`config.mk`:
```
export PLATFORM = sky130hd
export DESIGN_NAME = mmss_time_counter
export DESIGN_NICKNAME = d
export VERILOG_FILES = /design/src/rtl/mmss_pkg.sv /design/src/rtl/bcd_mod_cnt.sv /design/src/rtl/mmss_time_counter.sv
export SDC_FILE = /design/constraint.sdc
export NUM_CORES = 1
export LEC_CHECK = 0
export CAP_MARGIN = 10
export CORE_MARGIN = 4
export CORE_UTILIZATION = 40
export DETAILED_ROUTE_END_ITERATION = 8
export PLACE_DENSITY = 0.59
export SLEW_MARGIN = 25
export SYNTH_ARGS = -nofsm -noshare
export SYNTH_HDL_FRONTEND = slang
export SYNTH_SLANG_ARGS = --single-unit
```
`constraint.sdc`:
```
create_clock -name clk -period 4.4 [get_ports clk]
set_clock_uncertainty 0.2 [all_clocks]
set_input_delay 0.88 -clock clk [delete_from_list [all_inputs] [get_ports clk]]
set_output_delay 0.88 -clock clk [all_outputs]
set_load 0.05 [all_outputs]
```
`src/rtl/mmss_pkg.sv`:
```
// Shared types and constants for the MM:SS time counter.
package mmss_pkg;

  typedef enum logic {COUNT = 1'b0, SET = 1'b1} mode_t;

  localparam logic [3:0] BCD_MAX_LO = 4'd9;
  localparam logic [3:0] BCD_MAX_HI = 4'd5;

  localparam int DIG_SEC_LO = 0;
  localparam int DIG_SEC_HI = 1;
  localparam int DIG_MIN_LO = 2;
  localparam int DIG_MIN_HI = 3;

endpackage

```
`src/rtl/bcd_mod_cnt.sv`:
```
// One BCD digit counting 0..MAX; carry flags the wrap in the cycle inc is applied.
module bcd_mod_cnt #(
  parameter logic [3:0] MAX = 4'd9
) (
  input  logic       clk,
  input  logic       rst,
  input  logic       inc,
  input  logic       clr,
  output logic [3:0] value,
  output logic       carry
);

  assign carry = inc && (value == MAX);

  always_ff @(posedge clk) begin
    if (rst || clr) begin
      value <= '0;
    end else if (inc) begin
      value <= carry ? 4'd0 : value + 4'd1;
    end
  end

endmodule

```
`src/rtl/mmss_time_counter.sv`:
```
// MM:SS time-of-day source: 1 Hz prescaler, COUNT/SET mode FSM and a chained BCD digit counter.
module mmss_time_counter
  import mmss_pkg::*;
#(
  parameter int CLK_DIV = 12000000,
  parameter int PRE_W   = 24
) (
  input  logic       clk,
  input  logic       rst,
  input  logic       run,
  input  logic       mode_btn,
  input  logic       set_sec,
  input  logic       set_min,
  input  logic       clr,
  output logic [3:0] sec_lo,
  output logic [3:0] sec_hi,
  output logic [3:0] min_lo,
  output logic [3:0] min_hi,
  output logic       tick,
  output logic [3:0] dig_ce,
  output logic       rollover,
  output logic       set_mode
);

  localparam logic [PRE_W-1:0] PRE_LAST = PRE_W'(CLK_DIV - 1);

  mode_t            mode;
  logic [PRE_W-1:0] pre;

  logic tick_req, tick_evt, mode_evt, set_sec_evt, set_min_evt;
  logic inc_sl, inc_sh, inc_ml, inc_mh;
  logic c_sl, c_sh, c_ml, c_mh;
  logic [3:0] ce_next;

  // Priority: clr > mode_btn > set_* > tick_req.
  assign tick_req    = (mode == COUNT) && run && (pre == PRE_LAST);
  assign mode_evt    = mode_btn && !clr;
  assign tick_evt    = tick_req && !clr && !mode_evt;
  assign set_sec_evt = (mode == SET) && set_sec && !clr && !mode_evt;
  assign set_min_evt = (mode == SET) && set_min && !clr && !mode_evt;

  // Set pulses enter at the lo digit; the hi-digit carry never crosses seconds->minutes.
  assign inc_sl = tick_evt || set_sec_evt;
  assign inc_sh = c_sl;
  assign inc_ml = (tick_evt && c_sh) || set_min_evt;
  assign inc_mh = c_ml;

  always_comb begin
    ce_next             = '0;
    ce_next[DIG_SEC_LO] = inc_sl;
    ce_next[DIG_SEC_HI] = inc_sh;
    ce_next[DIG_MIN_LO] = inc_ml;
    ce_next[DIG_MIN_HI] = inc_mh;
  end

  bcd_mod_cnt #(.MAX(BCD_MAX_LO)) u_sec_lo (
    .clk(clk), .rst(rst), .inc(inc_sl), .clr(clr), .value(sec_lo), .carry(c_sl)
  );
  bcd_mod_cnt #(.MAX(BCD_MAX_HI)) u_sec_hi (
    .clk(clk), .rst(rst), .inc(inc_sh), .clr(clr), .value(sec_hi), .carry(c_sh)
  );
  bcd_mod_cnt #(.MAX(BCD_MAX_LO)) u_min_lo (
    .clk(clk), .rst(rst), .inc(inc_ml), .clr(clr), .value(min_lo), .carry(c_ml)
  );
  bcd_mod_cnt #(.MAX(BCD_MAX_HI)) u_min_hi (
    .clk(clk), .rst(rst), .inc(inc_mh), .clr(clr), .value(min_hi), .carry(c_mh)
  );

  always_ff @(posedge clk) begin
    if (rst) begin
      mode     <= COUNT;
      pre      <= '0;
      tick     <= 1'b0;
      dig_ce   <= '0;
      rollover <= 1'b0;
    end else begin
      tick     <= tick_evt;
      rollover <= tick_evt && c_mh;
      dig_ce   <= clr ? 4'b1111 : ce_next;
      if (mode_evt) begin
        mode <= (mode == COUNT) ? SET : COUNT;
      end
      // Entering SET restarts the second so leaving SET gives a full period.
      if (clr || (mode_evt && mode == COUNT)) begin
        pre <= '0;
      end else if (mode == COUNT && run) begin
        pre <= (pre == PRE_LAST) ? '0 : pre + PRE_W'(1);
      end
    end
  end

  assign set_mode = (mode == SET);

endmodule

```
==> metrics.txt <==
# TYPE chip_impl_metric gauge
chip_impl_info{name="run_status",value="completed"} 1
chip_impl_metric{name="layout.nets",unit=""} 319
chip_impl_metric{name="clock_tree.htree_level_count",unit=""} 2
chip_impl_metric{name="grt_start_max_net_pins",unit=""} 20
chip_impl_metric{name="critical-path-max-stage-delay",unit="ns"} 0.57
chip_impl_info{name="crit_path_cell_trace",value="clkdlybuf4s50_1 > nor4bb_1 > nand4_1 > o21ai_4 > a41oi_1 > a311oi_2"} 1
chip_impl_info{name="holdCritPathClass",value="reg -> reg"} 1
chip_impl_metric{name="area_growth_syn_to_layout",unit="%"} 15.6
chip_impl_metric{name="grt_pass1_vias",unit=""} 1966
chip_impl_metric{name="ys_seq_area_frac",unit=""} 0.386
chip_impl_metric{name="p_int",unit="mW"} 0.549
chip_impl_metric{name="drt-wirelength-per-cell",unit="µm"} 13.3
chip_impl_metric{name="cell_rows",unit=""} 28
chip_impl_info{name="critical_path_class",value="in -> reg"} 1
chip_impl_metric{name="maximum_fanout_along_the_worst_path",unit=""} 15
chip_impl_metric{name="route.vias.total",unit=""} 2030
chip_impl_metric{name="p_clk_frac",unit=""} 0.335
chip_impl_metric{name="hpwl",unit="mm"} 3.69
chip_impl_metric{name="post_cts_resize_count",unit=""} 0
chip_impl_metric{name="layout-drive-gt1-share",unit=""} 0.0629
chip_impl_metric{name="critical_path_required",unit="ns"} 4.42
chip_impl_metric{name="cts_num_sinks",unit=""} 47
chip_impl_metric{name="timing.setup.tns",unit="ns"} 0
chip_impl_metric{name="globalRoute.totalOverflow",unit=""} 0
chip_impl_metric{name="synth.cell_area",unit="mm²"} 0.00243
chip_impl_metric{name="setup-violations-final",unit=""} 0
chip_impl_metric{name="max_freq",unit="MHz"} 350
chip_impl_metric{name="power.sequential.fraction",unit=""} 0.605
chip_impl_metric{name="p_switching",unit="mW"} 0.162
chip_impl_metric{name="cp.arrival",unit="ns"} 2.87
chip_impl_metric{name="hold_buffers_post_cts",unit=""} 0
chip_impl_info{name="grt_setup_unrepaired",value="no"} 1
chip_impl_metric{name="pwr_density_cell",unit="mW/mm²"} 253
chip_impl_metric{name="drtAntennaViolNets",unit=""} 0
chip_impl_metric{name="critical_path.n_buffers_inverters",unit=""} 1
chip_impl_metric{name="total_power",unit="mW"} 0.711
chip_impl_metric{name="power.switching_fraction",unit=""} 0.228
chip_impl_metric{name="slew_worst_pin",unit="ns"} 0.714
chip_impl_metric{name="cts_inserted_buffers",unit=""} 5
chip_impl_metric{name="grt.total_usage",unit=""} 0.147
chip_impl_info{name="cts_tree",value="built"} 1
chip_impl_metric{name="power.ir.vdd_worst",unit="mV"} 0.158
chip_impl_metric{name="post_synth_num_cell_types",unit=""} 53
chip_impl_metric{name="postSynthNetCount",unit=""} 295
chip_impl_info{name="startpoint_type",value="primary input"} 1
chip_impl_metric{name="io_buffer_count",unit=""} 29
chip_impl_metric{name="initial_core_util",unit=""} 0.411
chip_impl_metric{name="final.fill_count",unit=""} 606
chip_impl_metric{name="clk_pin_slew",unit="ns"} 0.08
chip_impl_metric{name="total_leakage_power",unit="nW"} 1.03
chip_impl_metric{name="design.die.area",unit="mm²"} 0.00740
chip_impl_metric{name="gpl_congestion",unit=""} 0.792
chip_impl_metric{name="postSynthRegisterBits",unit=""} 47
chip_impl_metric{name="grt_first_pass_wirelength",unit="mm"} 8.95
chip_impl_info{name="cp-end-kind",value="flop"} 1
chip_impl_metric{name="timing_hold_violations_final",unit=""} 0
chip_impl_metric{name="slew-limit-headroom",unit=""} 0.524
chip_impl_metric{name="timing_max_transition_violations_final",unit=""} 0
chip_impl_metric{name="antennaDiodeCount",unit=""} 0
chip_impl_metric{name="die_h",unit="µm"} 86.0
chip_impl_metric{name="ports_placed_on_the_boundary",unit=""} 30
chip_impl_info{name="cts.root.buffer_cell",value="sky130_fd_sc_hd__clkbuf_8"} 1
chip_impl_metric{name="synth.yosys.warnings",unit=""} 0
chip_impl_metric{name="dieWidth",unit="µm"} 86.0
chip_impl_metric{name="clock_path_buffers",unit=""} 2
chip_impl_metric{name="min_period",unit="ns"} 2.85
chip_impl_metric{name="synth_area_per_cell",unit="µm²"} 8.73
chip_impl_metric{name="route.final.wire_length",unit="mm"} 5.02
chip_impl_metric{name="drt_pre_antenna_iters",unit=""} 4
chip_impl_info{name="cell_family_with_most_cp_delay",value="compound AO/OA/AOI/OAI gates"} 1
chip_impl_metric{name="detail_route.drc_violations",unit=""} 0
chip_impl_metric{name="postCtsSetupBuffers",unit=""} 0
chip_impl_metric{name="dr.first_iter.drc_count",unit=""} 100
chip_impl_metric{name="layout_worst_path_cycle_share",unit=""} 0.648
chip_impl_metric{name="postSynthCellCount",unit=""} 279
chip_impl_metric{name="grt_antenna_before_repair",unit=""} 0
chip_impl_metric{name="core_area",unit="mm²"} 0.00592
chip_impl_metric{name="vias_per_cell",unit=""} 5.38
chip_impl_metric{name="combPwrFrac",unit=""} 0.060
chip_impl_info{name="cp_slowest_cell",value="sky130_fd_sc_hd__clkdlybuf4s50_1"} 1
chip_impl_metric{name="clk_latency",unit="ns"} 0.30
chip_impl_metric{name="maxCapViolations",unit=""} 0
## cell usage after synthesis, drive strengths merged
cell type / number / area [µm²]
nor3b: 1 / 7.51
o31ai: 2 / 15.0
a22oi: 1 / 7.51
a211oi: 1 / 7.51
o21ai: 13 / 76.3
and4: 3 / 27.5
nor4bb: 1 / 10.0
nand3: 18 / 95.1
a31o: 3 / 26.3
nand2: 19 / 71.3
mux2i: 6 / 60.1
a31oi: 2 / 12.5
buf: 8 / 58.8
dfxtp: 47 / 941
xor2: 19 / 166
and2: 5 / 32.5
o2111a: 1 / 11.3
xnor2: 3 / 26.3
o22ai: 1 / 6.26
a41oi: 2 / 17.5
nor4b: 1 / 23.8
or2: 1 / 6.26
nor3: 13 / 86.3
or3: 4 / 25.0
a32o: 2 / 20.0
a21o: 1 / 7.51
inv: 10 / 37.5
nand3b: 1 / 7.51
a21oi: 6 / 30.0
and3b: 3 / 26.3
and4b: 2 / 20.0
and3: 12 / 76.3
clkbuf: 4 / 18.8
ha: 9 / 113
a311oi: 1 / 15.0
nand4: 11 / 75.1
nand2b: 2 / 12.5
nor2: 40 / 158
## tightest hold or removal path, delay by kind of cell (launching register included)
kind	cells	cell delay [ns]
flip-flops	1	0.34
AND/OR/NAND/NOR	1	0.06
multiplexers	1	0.05
## kinds of logic after synthesis
kind of cell	Yosys count	share of synthesized area
and+or+nand+nor	137	0.312
DFF	47	0.386
AOI/OAI and AO/OA	36	0.104
xor gates and xnor gates	22	0.0791
buffers and inverters	22	0.0473
adders and majority gates	9	0.0462
muxes	6	0.0247
## layout by cell type, fill, tap and decap left out, drive strengths merged, types with 4 or more instances in the layout
cell / n
dfxtp: 47
or3: 4
clkdlybuf4s50: 29
and2: 5
nand2: 19
nand3: 18
a21oi: 6
mux2i: 6
clkbuf: 6
xor2: 19
ha: 9
nor3: 13
nor2: 40
nand4: 11
inv: 10
o21ai: 13
and3: 12
## power groups by stage
| stage | sequential [mW] | combinational [mW] | clock [mW] |
|---|---|---|---|
| 6_report | 0.430 | 0.0427 | 0.238 |
| 5_1_grt | 0.431 | 0.0466 | 0.266 |
| 4_1_cts | 0.430 | 0.0433 | 0.250 |
| 3_5_place_dp | 0.440 | 0.0433 | 0 |
| 3_3_place_gp | 0.440 | 0.0431 | 0 |
| 2_1_floorplan | 0.449 | 0.0210 | 0 |
## state kept, by name, summed over array words and instances (netlist names)
signal	cells
set_mode	1
u_sec_hi.value	4
dig_ce	4
tick	1
u_min_hi.value	4
u_min_lo.value	4
u_sec_lo.value	4
pre	24
rollover	1
## cell type report
| class | count | area, µm² | share of cell area |
|---|---|---|---|
| multi-input combinational | 210 | 1380 | 0.490 |
| clock buffer | 6 | 72.6 | 0.0258 |
| tap | 75 | 93.8 | 0.0333 |
| sequential | 47 | 941 | 0.334 |
| timing repair buffer | 29 | 290 | 0.103 |
| inverter | 10 | 37.5 | 0.0133 |
## metrics by stage
stage / worst slack (ns) / instance area, µm² / std cells / hold slack, ns / util
after floorplan: 2.08 / 2430 / 279 / 0.272 / -
after global placement: 1.26 / 2740 / 371 / 0.275 / 0.463
after detailed placement: 1.23 / 2740 / 371 / 0.285 / 0.463
after CTS: 1.54 / 2810 / 377 / 0.297 / 0.475
after global routing: 1.33 / 2810 / 377 / 0.340 / 0.475
final: 1.55 / 2810 / 377 / 0.291 / 0.475
## final timing paths
path | startpoint | to | slack (ns) | cells past startpoint
worst max register to register | u_sec_lo.value[0] | u_min_hi.value[2] | 2.06 | 6
worst min register to register | u_min_hi.value[3] | u_min_hi.value[3] | 0.29 | 2
worst min-delay path | u_min_hi.value[3] | u_min_hi.value[3] | 0.29 | 2
worst max-delay path | clr | u_sec_lo.value[3] | 1.55 | 6
## layer usage
metal  wire length, µm  GRT usage  part of all wire
met5                 0          0                 0
met4                82     0.0374             0.016
met3               186     0.0384             0.037
met2              2330      0.245              0.46
met1              2430      0.190              0.48
No activity file was read; power rests on OpenSTA's default activity.
